**config.mk**
```make
export PLATFORM = sky130hd
export DESIGN_NAME = control_ajuste
export DESIGN_NICKNAME = d
export VERILOG_FILES = /design/src/rtl/control_ajuste_pkg.sv /design/src/rtl/control_ajuste_filtro.sv /design/src/rtl/control_ajuste.sv
export SDC_FILE = /design/constraint.sdc
export NUM_CORES = 1
export LEC_CHECK = 0
export BUFFER_PORTS_ARGS = -buffer_cell sky130_fd_sc_hd__buf_2
export CAP_MARGIN = 20
export CORE_MARGIN = 5
export CORE_UTILIZATION = 40
export DETAILED_ROUTE_END_ITERATION = 16
export GPL_TIMING_DRIVEN = 0
export PLACE_DENSITY = 0.62
export SYNTH_ARGS = -nofsm -noshare
export SYNTH_HDL_FRONTEND = slang
export SYNTH_SLANG_ARGS = --single-unit
```
**constraint.sdc**
```tcl
create_clock -name clk -period 2.18 [get_ports clk]
set_input_delay 0 -clock clk [delete_from_list [all_inputs] [get_ports clk]]
set_output_delay 0 -clock clk [all_outputs]
set_load 0.05 [all_outputs]
```
**src/rtl/control_ajuste_pkg.sv**
```systemverilog
// Shared PS/2 scancodes, field-group encodings and state types for the
// clock edit controller and the field counters.
package control_ajuste_pkg;

  localparam logic [7:0] SC_EDIT  = 8'h7D;
  localparam logic [7:0] SC_RIGHT = 8'h74;
  localparam logic [7:0] SC_LEFT  = 8'h6B;
  localparam logic [7:0] SC_INC   = 8'h73;
  localparam logic [7:0] SC_DEC   = 8'h72;
  localparam logic [7:0] SC_ENTER = 8'h5A;
  localparam logic [7:0] SC_ESC   = 8'h76;
  localparam logic [7:0] SC_BREAK = 8'hF0;
  localparam logic [7:0] SC_EXT   = 8'hE0;

  localparam logic [1:0] EN_NONE  = 2'd0;
  localparam logic [1:0] EN_HORA  = 2'd1;
  localparam logic [1:0] EN_FECHA = 2'd2;
  localparam logic [1:0] EN_CRONO = 2'd3;

  localparam logic [7:0] ESTADO_EDIT = 8'h7D;

  typedef enum logic { LISTO, ROMPER } filtro_t;
  typedef enum logic [1:0] { NORMAL, EDITAR, SALIR } modo_t;

  // Rotates the selected field group through hora -> fecha -> cronometro.
  function automatic logic [1:0] en_step(input logic [1:0] cur, input logic right);
    case (cur)
      EN_HORA:  return right ? EN_FECHA : EN_CRONO;
      EN_FECHA: return right ? EN_CRONO : EN_HORA;
      default:  return right ? EN_HORA  : EN_FECHA;
    endcase
  endfunction

endpackage

```
**src/rtl/control_ajuste_filtro.sv**
```systemverilog
// PS/2 byte filter: drops F0 plus the byte after it, ignores E0 prefixes,
// forwards make codes one cycle after got_data.
module filtro_ps2
  import control_ajuste_pkg::*;
(
  input  logic       clk,
  input  logic       rst,
  input  logic       got_data,
  input  logic [7:0] dato,
  output logic [7:0] codigo,
  output logic       codigo_ok
);

  filtro_t st;

  always_ff @(posedge clk or posedge rst) begin
    if (rst) begin
      st        <= LISTO;
      codigo    <= 8'h00;
      codigo_ok <= 1'b0;
    end else begin
      codigo_ok <= 1'b0;
      if (got_data && dato != SC_EXT) begin
        if (st == ROMPER) begin
          st <= LISTO;
        end else if (dato == SC_BREAK) begin
          st <= ROMPER;
        end else begin
          codigo    <= dato;
          codigo_ok <= 1'b1;
        end
      end
    end
  end

endmodule

```
**src/rtl/control_ajuste.sv**
```systemverilog
// Keyboard-driven edit-mode controller: selects field group, forwards
// inc/dec codes, and ends edits by enter, esc or inactivity timeout.
module control_ajuste
  import control_ajuste_pkg::*;
#(
  parameter int              N_TO  = 27,
  parameter logic [N_TO-1:0] T_MAX = 27'd100_000_000
)
(
  input  logic       clk,
  input  logic       rst,
  input  logic       got_data,
  input  logic [7:0] dato,
  output logic [7:0] estado,
  output logic [1:0] en,
  output logic [7:0] Cambio,
  output logic       cambio_ok,
  output logic       commit,
  output logic       abort
);

  localparam logic [N_TO-1:0] T_LAST = T_MAX - {{(N_TO-1){1'b0}}, 1'b1};

  logic [7:0]      codigo;
  logic            codigo_ok;
  modo_t           modo;
  logic [N_TO-1:0] cnt;

  filtro_ps2 u_filtro (
    .clk       (clk),
    .rst       (rst),
    .got_data  (got_data),
    .dato      (dato),
    .codigo    (codigo),
    .codigo_ok (codigo_ok)
  );

  always_ff @(posedge clk or posedge rst) begin
    if (rst) begin
      modo      <= NORMAL;
      cnt       <= '0;
      estado    <= 8'h00;
      en        <= EN_NONE;
      Cambio    <= 8'h00;
      cambio_ok <= 1'b0;
      commit    <= 1'b0;
      abort     <= 1'b0;
    end else begin
      cambio_ok <= 1'b0;
      commit    <= 1'b0;
      abort     <= 1'b0;
      case (modo)
        NORMAL: begin
          cnt    <= '0;
          estado <= 8'h00;
          en     <= EN_NONE;
          if (codigo_ok && codigo == SC_EDIT) begin
            modo   <= EDITAR;
            estado <= ESTADO_EDIT;
            en     <= EN_HORA;
          end
        end
        EDITAR: begin
          // A code in the same cycle as the timeout wins and restarts the timer.
          if (codigo_ok) begin
            cnt <= '0;
            case (codigo)
              SC_RIGHT: en <= en_step(en, 1'b1);
              SC_LEFT:  en <= en_step(en, 1'b0);
              SC_INC, SC_DEC: begin
                Cambio    <= codigo;
                cambio_ok <= 1'b1;
              end
              SC_ENTER: begin
                modo   <= SALIR;
                estado <= 8'h00;
                en     <= EN_NONE;
                commit <= 1'b1;
              end
              SC_ESC: begin
                modo   <= SALIR;
                estado <= 8'h00;
                en     <= EN_NONE;
                abort  <= 1'b1;
              end
              default: ;
            endcase
          end else if (cnt == T_LAST) begin
            modo   <= SALIR;
            estado <= 8'h00;
            en     <= EN_NONE;
            abort  <= 1'b1;
          end else begin
            cnt <= cnt + {{(N_TO-1){1'b0}}, 1'b1};
          end
        end
        SALIR: begin
          modo <= NORMAL;
          cnt  <= '0;
        end
        default: modo <= NORMAL;
      endcase
    end
  end

endmodule

```
# After elaboration in Yosys (flattened, before gate mapping)
# Cells that the tools add are included.
[word_totals] register_bits=60 out_inout_bits=21 elab_cells=82
[op_classes] add_sub_neg=1 eq_ne=19 muxes=35 bitwise=2 reduce_logical=14
[ops] cell="equality test 8 x 7 -> 1 bit, second input constant" n=7
[ops] cell="2-to-1 mux 27 bit" n=2
[ops] cell="one-hot mux 27 bit (2 select lines)" n=1
[ops] cell="adder 27 x 1 -> 27 bit, second input constant" n=1
[ops] cell="equality test 27 bit, second input constant" n=1
[ops] cell="2-to-1 mux 8 bit" n=3
[ops] cell="2-to-1 mux 1 bit" n=16
[ops] cell="one-hot mux 2 bit (2 select lines)" n=4
[ops] cell="one-hot mux 8 bit (2 select lines)" n=1
[ops] cell="AND reduction 3 bit" n=5
[ops] cell="2-to-1 mux 2 bit" n=6
[ops] cell="equality test 8 bit, second input constant" n=1
[ops] cell="inequality test 8 bit, second input constant" n=1
[ops] cell="2-to-1 mux 7 bit" n=1
[ops] cell="inequality test 3 x 2 -> 1 bit, second input constant" n=2
[ops] cell="one-hot mux 2 bit (3 select lines)" n=1
[ops] cell="OR reduction 2 bit" n=3
[ops] cell="inequality test 5 bit, second input constant" n=1
[ops] cell="equality test 2 x 1 -> 1 bit, second input constant" n=2
[ops] cell="equality test 2 bit, second input constant" n=2
[ops] cell="nonzero test 2 bit" n=2
[ops] cell="inequality test 3 bit, second input constant" n=1
[ops] cell="logical AND 1 bit" n=2
[ops] cell="logical NOT 2 bit" n=1
[ops] cell="other kinds (3)" n=4

# Logic depth before layout (Yosys ltp)
# Gate-level depths: netlist (run 1).
[depth] ltp_word=5 depth_mapped=8

# Modules after synthesis
# A second synthesis (run 1) with hierarchy kept.
[hier_totals] hier_cells=289 hier_area_um2=2880.3
[by_module_without_submodules] mod="control_ajuste" instances=1 cells_per_inst=260 area_each_um2=2453.6 seq_area_each_um2=1076.0
[by_module_without_submodules] mod="filtro_ps2" instances=1 cells_per_inst=29 area_each_um2=426.7 seq_area_each_um2=250.2

# Worst setup path before layout (run 1)
# OpenSTA, ideal clock, no wires.
[synth_path] kind="reg2reg" start="register cnt[0]" end="register cnt[5]" setup_time_ns=0.078 t_arrival_ns=1.792 required_time_ns=2.102 setup_slack_ns=0.310 path_stages_with_launch=8 n_path_buf=1 period_less_slack_ns=1.870 path_cell_list="dfrtp_1 ha_1 and3_1 nand4_4 o21ai_1 clkbuf_1 or4_1 a21oi_1"
[synth_between] elab_chain_cells=4 elab_cells_between_ends=7
[synth_lines] item="start: declaration" line="control_ajuste.sv:27" rtl="logic [N_TO-1:0] cnt;"
[synth_lines] item="start signal: assignment" line="control_ajuste.sv:94" rtl="cnt <= cnt + {{(N_TO-1){1'b0}}, 1'b1};"
[synth_lines] item="adder 27 x 1 -> 27 bit" line="control_ajuste.sv:94"
[synth_lines] item="2-to-1 mux 27 bit" line="control_ajuste.sv:88" rtl="end else if (cnt == T_LAST) begin"
[synth_lines] item="2-to-1 mux 27 bit" line="control_ajuste.sv:65" rtl="if (codigo_ok) begin"
[synth_lines] item="one-hot mux 27 bit (2 select lines)" line="control_ajuste.sv:52" rtl="case (modo)"
# Parallel ways exist; a longest one is shown, timed or not. The select of a mux whose other input is x is not followed.
# A chain may end at the register's enable or synchronous reset.

# Worst setup path in the final report (run 1)
[layout_path] start="register u_filtro.codigo[0]" end="register en[1]"
[layout_between] elab_chain_cells=5 elab_cells_between_ends=10
[layout_lines] item="start: declaration" line="control_ajuste_filtro.sv:10" rtl="output logic [7:0] codigo,"
[layout_lines] item="start signal: assignment" line="control_ajuste_filtro.sv:29" rtl="codigo <= dato;"
[layout_lines] item="equality test 8 x 7 -> 1 bit" line="control_ajuste.sv:67" rtl="case (codigo)"
[layout_lines] item="OR reduction 2 bit (no source line)"
[layout_lines] item="one-hot mux 2 bit (3 select lines)" line="control_ajuste.sv:67"
[layout_lines] item="2-to-1 mux 2 bit" line="control_ajuste.sv:65"
[layout_lines] item="one-hot mux 2 bit (2 select lines)" line="control_ajuste.sv:52"
[layout_lines] item="end signal: assignment" line="control_ajuste.sv:68" rtl="SC_RIGHT: en <= en_step(en, 1'b1);"
[layout_lines] item="end signal: assignment" line="control_ajuste.sv:69" rtl="SC_LEFT: en <= en_step(en, 1'b0);"
[layout_lines] item="end: declaration" line="control_ajuste.sv:15" rtl="output logic [1:0] en,"
# Parallel ways exist; a longest one is shown, timed or not.

==> impl_metrics.json, run 1 <==
{
  "run_status": "finished, final reports clean",
  "io_pins": 32,
  "ys_types": 62,
  "antennaDiodeCount": 0,
  "place_area_sq_um": 3170,
  "async_flop_share": 1.00,
  "ys_warn_count": 0,
  "use_met3": 0.0303,
  "reg2regPathDepth": 5,
  "grt-ovfl-total": 0,
  "cts_tree": "built",
  "ir_drop_uv": 311,
  "drt_iter0_markers": 94,
  "worstSetupEndpointType": "register",
  "grt_usage": 0.156,
  "rrSetupSlack_ns": 0.08,
  "rows": 31,
  "grt_max_degree": 40,
  "finalCritPeriodShare": 0.963,
  "cts_sinks": 53,
  "relSlewSlack": 0.441,
  "dp_worst_setup_slack_ns": -0.0168,
  "drt_wl_total_mm": 6.49,
  "syn_inst": 287,
  "yosys_most_used_dff": "dfrtp_1",
  "critPathLaunchType": "register",
  "antenna_left": 0,
  "critPathMaxStageDelay_ns": 0.47,
  "p_leak_nw": 1.50,
  "drc": 0,
  "powerDensity_nw_per_um2": 578,
  "skew_ns": 0.00758,
  "clk_latency_ns": 0.31,
  "grt_util_met1": 0.208,
  "slew_viol_final": 0,
  "via_per_inst": 5.47,
  "fin_area_sq_um": 3420,
  "numPortBuffers": 29,
  "netlist_area_sq_um": 2880,
  "hold_class": "in2async",
  "cts-buffers-inserted": 5,
  "synth_sequential_area_ratio": 0.461,
  "cts.htree.levels": 2,
  "drv_cap": 0,
  "routedWlPerCell_um": 14.8,
  "setup_viol": 0,
  "regArea_sq_um": 1330,
  "layout_setup_ws_ns": 0.0808,
  "yosys.cell_count.top_type": "dfrtp_1",
  "die_x_um": 94.8,
  "synth_top_area_cell": "dfrtp_1",
  "reg2reg_to": "en[1]",
  "place_congestion": 0.827,
  "fillers": 697,
  "ys_top_cells_by_area": "dfrtp_1, mux2_2, a21oi_1",
  "r2r_start": "u_filtro.codigo[0]",
  "ys_ff_latch": 53,
  "synth.cells.most_frequent": "dfrtp_1, nand2_1, a21oi_1, nor2_1, nand3_1",
  "die_area_sq_um": 8980,
  "antenna_found_initial": 0,
  "drt_pre_antenna_iters": 4,
  "vias": 2391,
  "synthToLayoutAreaGrowth_pct": 18.8,
  "critPathKind": "reg2reg",
  "clk_path_buf_depth": 2,
  "die_h_um": 94.8,
  "coreArea_sq_um": 7140,
  "slowest_stage": "dfrtp_1",
  "post-route-min-period_ns": 2.10,
  "root_buffer": "clkbuf_8",
  "synth_top_area_frac": 0.461,
  "met2_usage": 0.260,
  "worst_pin_slew_ns": 0.832,
  "p_total_mw": 1.98,
  "cp.required_ns": 2.38,
  "place_hpwl_mm": 4.59,
  "path_clk_slew_ns": 0.10,
  "hold_violations": 0,
  "grt_pass1_wl_mm": 11.3,
  "postSynthAreaPerCell_sq_um": 10.0,
  "multiInputGateArea_sq_um": 1440,
  "synth_edf_count": 0,
  "nets": 351,
  "crit_fanout": 8,
  "grt_pass1_vias": 2400,
  "start_util": 0.403,
  "path_cells": "or3b_1 -> a2111o_1 -> o311ai_1 -> nand3_2 -> mux2_1",
  "drive_gt1_frac": 0.225,
  "cp.arrival_ns": 2.30,
  "busiest_layer": "met2",
  "clock.fmax_mhz": 476
}
-- power breakdown --
part / total (mW) / switching [mW] / internal [mW]
sequential: 1.05 / 0.0390 / 1.01
combinational: 0.228 / 0.137 / 0.0905
clock: 0.699 / 0.325 / 0.375
-- state kept, by name (all words and copies together) (netlist names) --
name / flops
en: 2
u_filtro.codigo: 8
modo: 2
u_filtro.st: 1
commit: 1
Cambio: 8
cambio_ok: 1
abort: 1
cnt: 27
estado: 1
u_filtro.codigo_ok: 1
-- cells in the final DEF (no fill, tap or decap), drive strengths merged, types with 8 or more instances in the layout --
| cell type | Yosys | final |
|---|---|---|
| clkbuf | 6 | 13 |
| nand2 | 22 | 22 |
| dfrtp | 53 | 53 |
| mux2 | 11 | 11 |
| dlygate4sd3 | 0 | 10 |
| nor2 | 17 | 17 |
| a21oi | 17 | 17 |
| nand4 | 10 | 10 |
| or4 | 9 | 9 |
| nand3 | 14 | 14 |
| o21ai | 14 | 14 |
| inv | 10 | 10 |
| buf | 9 | 41 |
| o31ai | 8 | 8 |
-- timing repair --
item / 4_1_cts / 5_1_grt
resized for setup: 1 / 6
endpoints found under the setup margin: 10 / 20
hold buffers: 10 / 0
pin swaps: 0 / 1
endpoints found under the hold margin: 39 / 0
setup buffers: 0 / 2
-- metal layers --
layer / part of all wire / wire length [um]
met1: 0.48 / 3120
met2: 0.48 / 3130
met3: 0.029 / 185
met4: 0.0079 / 51
met5: 0 / 0
-- cell type report --
cell class / instances / area share
inverters: 10 / 0.0110
well taps: 99 / 0.0363
repair buffers: 42 / 0.0820
clock inverters: 1 / 0.00879
clock buffers: 7 / 0.0253
flip-flops and latches: 53 / 0.388
plain buffers: 15 / 0.0267
multi-input cells: 210 / 0.422
-- worst max path at each step --
stage                       start       to  slack (ns)  cells past startpoint
2_1_floorplan              cnt[0]   cnt[5]        0.31                      7
3_3_place_gp               cnt[0]   cnt[9]        0.03                      7
3_5_place_dp              cnt[12]  cnt[14]       -0.02                      7
4_1_cts                   cnt[12]   cnt[8]        0.02                      7
5_1_grt                   cnt[10]    en[0]      -0.008                      6
6_report       u_filtro.codigo[0]    en[1]        0.08                      5
-- stage by stage --
step	hold WS, ns	TNS [ns]	instances	utilization
2_1_floorplan	0.152	0	288	-
3_3_place_gp	0.245	0	416	0.441
3_5_place_dp	-0.00867	-0.0269	417	0.444
6_report	0.187	0	437	0.479
5_1_grt	0.196	-0.0102	437	0.479
4_1_cts	0.185	0	435	0.475
-- worst max-delay path, delay by kind of cell, from the launching register on --
family / cells / cell delay, ns
AOI/OAI and AO/OA: 2 / 0.57
and+or+nand+nor: 2 / 0.61
muxes: 1 / 0.33
DFF: 1 / 0.47
-- kinds of logic after synthesis --
logic type / share of synthesized area
multiplexers: 0.0466
XOR/XNOR: 0.0152
flip-flops: 0.461
other: 0.00130
adder cells (fa/ha/maj): 0.0131
AO/OA/AOI/OAI: 0.137
buffers and inverters: 0.0435
AND/OR/NAND/NOR: 0.282
(Power assumes the default switching activity.)
==> inputs of run 2 (changes only) <==
- ABC_AREA: not set -> 1
- PLACE_DENSITY: 0.62 -> 0.61
==> impl_metrics.json, run 2 <==
{
  "run_status": "finished, final reports clean",
  "clock.fmax_mhz": 486,
  "busiest_layer": "met2",
  "post-route-min-period_ns": 2.06,
  "rsz0062_at_grt": "false",
  "clk_latency_ns": 0.32,
  "root_buffer": "clkbuf_8",
  "cts-buffers-inserted": 5,
  "synthToLayoutAreaGrowth_pct": 14.9,
  "setup_viol": 0,
  "synth.cells.most_frequent": "nand2_1, nor2_1, inv_1, nand3_1, dfrtp_1",
  "final.setup.tns_ns": 0,
  "die_x_um": 103,
  "coreArea_sq_um": 8300,
  "grt_max_degree": 41,
  "cts_sinks": 53,
  "finalCritPeriodShare": 0.944,
  "place_congestion": 0.917,
  "grt_usage": 0.181,
  "ys_warn_count": 0,
  "fin_util": 0.476,
  "drt_pre_antenna_iters": 5,
  "io_pins": 32,
  "fin_area_sq_um": 3950,
  "drive_gt1_frac": 0.147,
  "reg2regPathDepth": 11,
  "cts_tree": "built",
  "die_h_um": 103,
  "drv_cap": 0,
  "rrSetupSlack_ns": 0.12,
  "synth_top_area_frac": 0.385,
  "antenna_found_initial": 0,
  "path_common_cell": "nand2_4",
  "path_clk_slew_ns": 0.10,
  "place_hpwl_mm": 6.81,
  "rows": 33,
  "async_flop_share": 1.00,
  "cp.arrival_ns": 2.27,
  "grt-ovfl-total": 0,
  "clk_path_buf_depth": 2,
  "grt_pass1_wl_mm": 15.3,
  "use_met3": 0.0304,
  "postSynthAreaPerCell_sq_um": 6.76,
  "numPortBuffers": 29,
  "critPathBufInv": 2,
  "die_area_sq_um": 10600,
  "critPathLaunchType": "register",
  "p_total_mw": 1.97,
  "ys_top_cells_by_area": "dfrtp_1, nand2_1, nor2_1",
  "grt_util_met1": 0.234,
  "whs_endpoint": "u_filtro.st",
  "drt_iter0_markers": 136,
  "critPathKind": "reg2reg",
  "layout.cells.non_filler": 662,
  "path_cells": "ha_2 -> nand2_2 -> nor2_4 -> nand2_4 -> clkinv_2 -> nand4_4 -> nand2_4 -> nand2_4 -> buf_6 -> nand2_2 -> o21ai_2",
  "yosys_most_used_dff": "dfrtp_1",
  "worst_pin_slew_ns": 0.596,
  "critPathMaxStageDelay_ns": 0.47,
  "largestRegisters": "cnt (27), Cambio (8), u_filtro.codigo (8)",
  "drc": 0,
  "via_per_inst": 4.94,
  "met2_usage": 0.310,
  "ir_drop_uv": 389,
  "synth_top_area_cell": "dfrtp_1",
  "r2r_start": "cnt[0]",
  "cts_setup_buffers": 0,
  "skew_ns": 0.00748,
  "holdPathStages": 4,
  "synth_edf_count": 0,
  "relSlewSlack": 0.603,
  "p_leak_nw": 1.89,
  "synth_sequential_area_ratio": 0.385,
  "cp.required_ns": 2.39,
  "hold_class": "in2reg",
  "powerDensity_nw_per_um2": 498,
  "reg2reg_to": "cnt[3]",
  "regMostFlops": "cnt",
  "slew_viol_final": 0,
  "largest_register_ff_count": 27,
  "routedWlPerCell_um": 13.5,
  "crit_fanout": 10,
  "post-place-cells": 645,
  "ys_ff_latch": 53,
  "antennaDiodeCount": 0,
  "grt_pass1_vias": 3261,
  "layout_commonest_cell": "nand2_1",
  "place_area_sq_um": 3740,
  "path_delay_family": "simple AND/OR/NAND/NOR gates",
  "start_util": 0.415,
  "worstSetupEndpointType": "register",
  "ys_types": 33,
  "netlist_area_sq_um": 3440,
  "syn_inst": 509,
  "cts.htree.levels": 2,
  "nets": 570,
  "mostFrequentLayoutCells": "nand2_1, nor2_1, nand3_1, inv_1, dfrtp_1",
  "vias": 3267,
  "drt_wl_total_mm": 8.91,
  "yosys.cell_count.top_type": "nand2_1",
  "hold_violations": 0,
  "min-delay-start": "got_data",
  "slowest_stage": "dfrtp_1",
  "antenna_left": 0
}
## run 2: layout make-up
type,count,area (sq um)
Buffer,18,121
Clock buffer,5,68.8
Clock inverter,3,50.0
Fill cell,863,4350
Inverter,58,219
Multi-Input combinational cell,381,1780
Sequential cell,53,1330
Tap cell,105,131
Timing Repair Buffer,39,255
## run 2: repair_timing
item | CTS | global route
resized for setup | 0 | 1
endpoints found under the hold margin | 61 | 0
setup endpoints to repair | 0 | 17
hold buffers | 9 | 0
## run 2: worst max path at each step
stage                      start      end  slack [ns]  depth (start not counted)
final                     cnt[0]   cnt[3]        0.12                         11
after global routing      cnt[0]  cnt[24]        0.03                         11
after CTS                 cnt[0]  cnt[25]        0.07                         11
after detailed placement  cnt[0]  cnt[25]         0.1                         11
after global placement    cnt[0]   cnt[2]        0.11                         11
after floorplan           cnt[0]   cnt[3]        0.46                         11
## run 2: worst register-to-register path, cell delays in order, from the launching register on
cell      delay (ns)
dfrtp_1         0.47
ha_2            0.29
nand2_2         0.09
nor2_4          0.18
nand2_4         0.11
clkinv_2        0.09
nand4_4         0.11
nand2_4         0.14
nand2_4         0.13
buf_6           0.22
nand2_2         0.07
o21ai_2         0.05
## run 2: per-stage QoR
| step | hold slack [ns] | setup slack (ns) |
|---|---|---|
| 2_1_floorplan | 0.110 | 0.459 |
| 3_3_place_gp | 0.209 | 0.108 |
| 3_5_place_dp | -0.00924 | 0.0972 |
| 4_1_cts | 0.102 | 0.0736 |
| 5_1_grt | 0.116 | 0.0257 |
| 6_report | 0.111 | 0.123 |
## run 2: where the power goes
| group | internal (mW) | leakage (nW) | total (mW) | switching (mW) |
|---|---|---|---|---|
| logic | 0.0636 | 1.11 | 0.205 | 0.141 |
| registers | 1.01 | 0.724 | 1.04 | 0.0332 |
| clock network | 0.353 | 0.0603 | 0.720 | 0.367 |
## run 2: cells by family (layout without fill, tap and decap cells)
kind of cell	Yosys count	after routing	share of synthesized area
flops	53	53	0.385
fa+ha+maj	3	3	0.0109
buf+inv	76	123	0.0989
xor+xnor	6	6	0.0153
other cells	1	2	0.00109
simple gates	337	337	0.425
compound gates	33	33	0.0629
## run 2: routing by layer
metal,wire (um),part of all wire
met2,4370,0.49
met5,0,0
met1,4040,0.45
met4,181,0.020
met3,318,0.036
==> inputs of run 3 (changes only) <==
- CORE_UTILIZATION: 40 -> 25
- PLACE_DENSITY: 0.61 -> 0.44
==> impl_metrics.json, run 3 (synthesized netlist as in run 2, its figures left out) <==
{
  "run_status": "finished, final reports clean",
  "io_pins": 32,
  "path_common_cell": "nand2_4",
  "grt_pass1_vias": 3187,
  "power.internal_mw": 1.53,
  "whs_ns": 0.00499,
  "drive_gt1_frac": 0.147,
  "die_x_um": 127,
  "root_buffer": "clkbuf_16",
  "antenna_found_initial": 0,
  "busiest_layer": "met2",
  "combPwrFrac": 0.098,
  "critPathMaxStageDelay_ns": 0.49,
  "grt_max_degree": 39,
  "cts_sinks": 53,
  "p_leak_nw": 1.91,
  "antenna_left": 0,
  "powerDensity_nw_per_um2": 514,
  "fillers": 1498,
  "worst_pin_slew_ns": 0.587,
  "grt-ovfl-total": 0,
  "clk_latency_ns": 0.30,
  "met2_usage": 0.208,
  "p_clk_frac": 0.404,
  "grt_usage": 0.122,
  "via_per_inst": 4.42,
  "use_met3": 0.0179,
  "multiInputGateArea_sq_um": 1790,
  "final.setup.tns_ns": 0,
  "grt_pass1_wl_mm": 16.1,
  "switchingPower_uw": 565,
  "worstSetupEndpointType": "register",
  "critPathKind": "reg2reg",
  "mostFrequentLayoutCells": "nand2_1, nor2_1, nand3_1, inv_1, dfrtp_1",
  "nets": 569,
  "place_hpwl_mm": 7.31,
  "cp.arrival_ns": 2.20,
  "path_clk_slew_ns": 0.07,
  "cp.required_ns": 2.37,
  "routedWlPerCell_um": 12.9,
  "relSlewSlack": 0.609,
  "slowest_stage": "dfrtp_1",
  "cts_setup_buffers": 0,
  "crit_fanout": 10,
  "drc": 0,
  "rsz0062_at_grt": "false",
  "die_area_sq_um": 16200,
  "cts_tree": "built",
  "largest_register_ff_count": 27,
  "finalCritPeriodShare": 0.922,
  "synthToLayoutAreaGrowth_pct": 18.4,
  "die_h_um": 127,
  "antennaDiodeCount": 0,
  "p_sw_frac": 0.270,
  "clock.fmax_mhz": 498,
  "ir_drop_uv": 291,
  "cts.htree.levels": 2,
  "regMostFlops": "cnt",
  "regArea_sq_um": 1330,
  "rows": 42,
  "p_seq_frac": 0.498,
  "place_congestion": 0.884,
  "clk_path_buf_depth": 2,
  "drt_iter0_markers": 171,
  "hold_class": "in2reg",
  "setup_viol": 0,
  "cts-buffers-inserted": 5,
  "layout_setup_ws_ns": 0.171,
  "vias": 3237,
  "grt_util_met1": 0.163,
  "largestRegisters": "cnt (27), Cambio (8), u_filtro.codigo (8)",
  "numPortBuffers": 29,
  "slew_viol_final": 0,
  "path_cells": "ha_4 -> nand2_2 -> nor2_4 -> nand2_4 -> clkinv_2 -> nand4_4 -> nand2_4 -> nand2_4 -> buf_6 -> nand2_2 -> o21ai_2",
  "start_util": 0.258,
  "skew_ns": 0.00915,
  "drt_pre_antenna_iters": 4,
  "coreArea_sq_um": 13300,
  "critPathLaunchType": "register",
  "dp_worst_setup_slack_ns": -0.0343,
  "drv_cap": 0,
  "layout_commonest_cell": "nand2_1",
  "hold_violations": 0,
  "drt_wl_total_mm": 9.46,
  "post-route-min-period_ns": 2.01
}
[run 3: changes by cell type in the layout (fill, tap and decap cells not counted), sizes merged]
cell,previous run,this run
clkinv,2,3
dlygate4sd3,9,8
inv,58,57
bufinv,1,0
clkbuf,11,12
[run 3: critical path: cells and delay by family, from the launching register on]
family | cells | cell delay (ns)
DFF | 1 | 0.49
buffers and inverters | 2 | 0.30
adders and majority gates | 1 | 0.24
AOI/OAI and AO/OA | 1 | 0.05
and+or+nand+nor | 7 | 0.84
[run 3: final timing paths]
kind                       slack, ns                  to  startpoint  cells after the start
max in group asynchronous       1.43           Cambio[4]         rst                      4
min in group asynchronous       0.22             cnt[23]         rst                      3
hold reg to reg                 0.47           Cambio[7]   Cambio[7]                      2
setup reg to reg                0.17              cnt[4]      cnt[0]                     11
setup / recovery                0.17              cnt[4]      cnt[0]                     11
hold / removal                 0.005  u_filtro.codigo[5]     dato[5]                      3
[run 3: cell type report]
class | instances | share of cell area
sequential | 53 | 0.325
timing repair buffer | 38 | 0.0602
clock inverter | 2 | 0.00338
buffer | 18 | 0.0298
tap | 176 | 0.0540
inverter | 58 | 0.0537
clock buffer | 6 | 0.0341
multi-input combinational | 381 | 0.439
[run 3: metal layers]
metal / wire length (um) / part of all wire
met1: 4560 / 0.48
met3: 326 / 0.034
met5: 0 / 0
met4: 121 / 0.013
met2: 4460 / 0.47
[run 3: what timing repair did]
| action | in CTS | in global routing |
|---|---|---|
| endpoints found under the setup margin | 25 | 23 |
| hold buffers | 8 | 0 |
| hold endpoints to repair | 22 | 0 |
| resized for setup | 1 | 1 |
[run 3: through the flow]
step,std cells,utilization,area (sq um),power [mW]
global route,732,0.305,4080,2.21
detailed placement,716,0.287,3830,1.26
finish,732,0.305,4080,2.10
global placement,715,0.285,3810,1.25
CTS,732,0.305,4070,2.13
floorplan,510,-,3440,1.19
[run 3: power by group through the flow]
stage               registers (mW)  logic [mW]  clock network [mW]
floorplan                     1.06       0.129                   0
global placement              1.06       0.191                   0
detailed placement            1.06       0.198                   0
CTS                           1.04       0.210               0.882
global route                  1.05       0.240               0.922
finish                        1.04       0.206               0.847
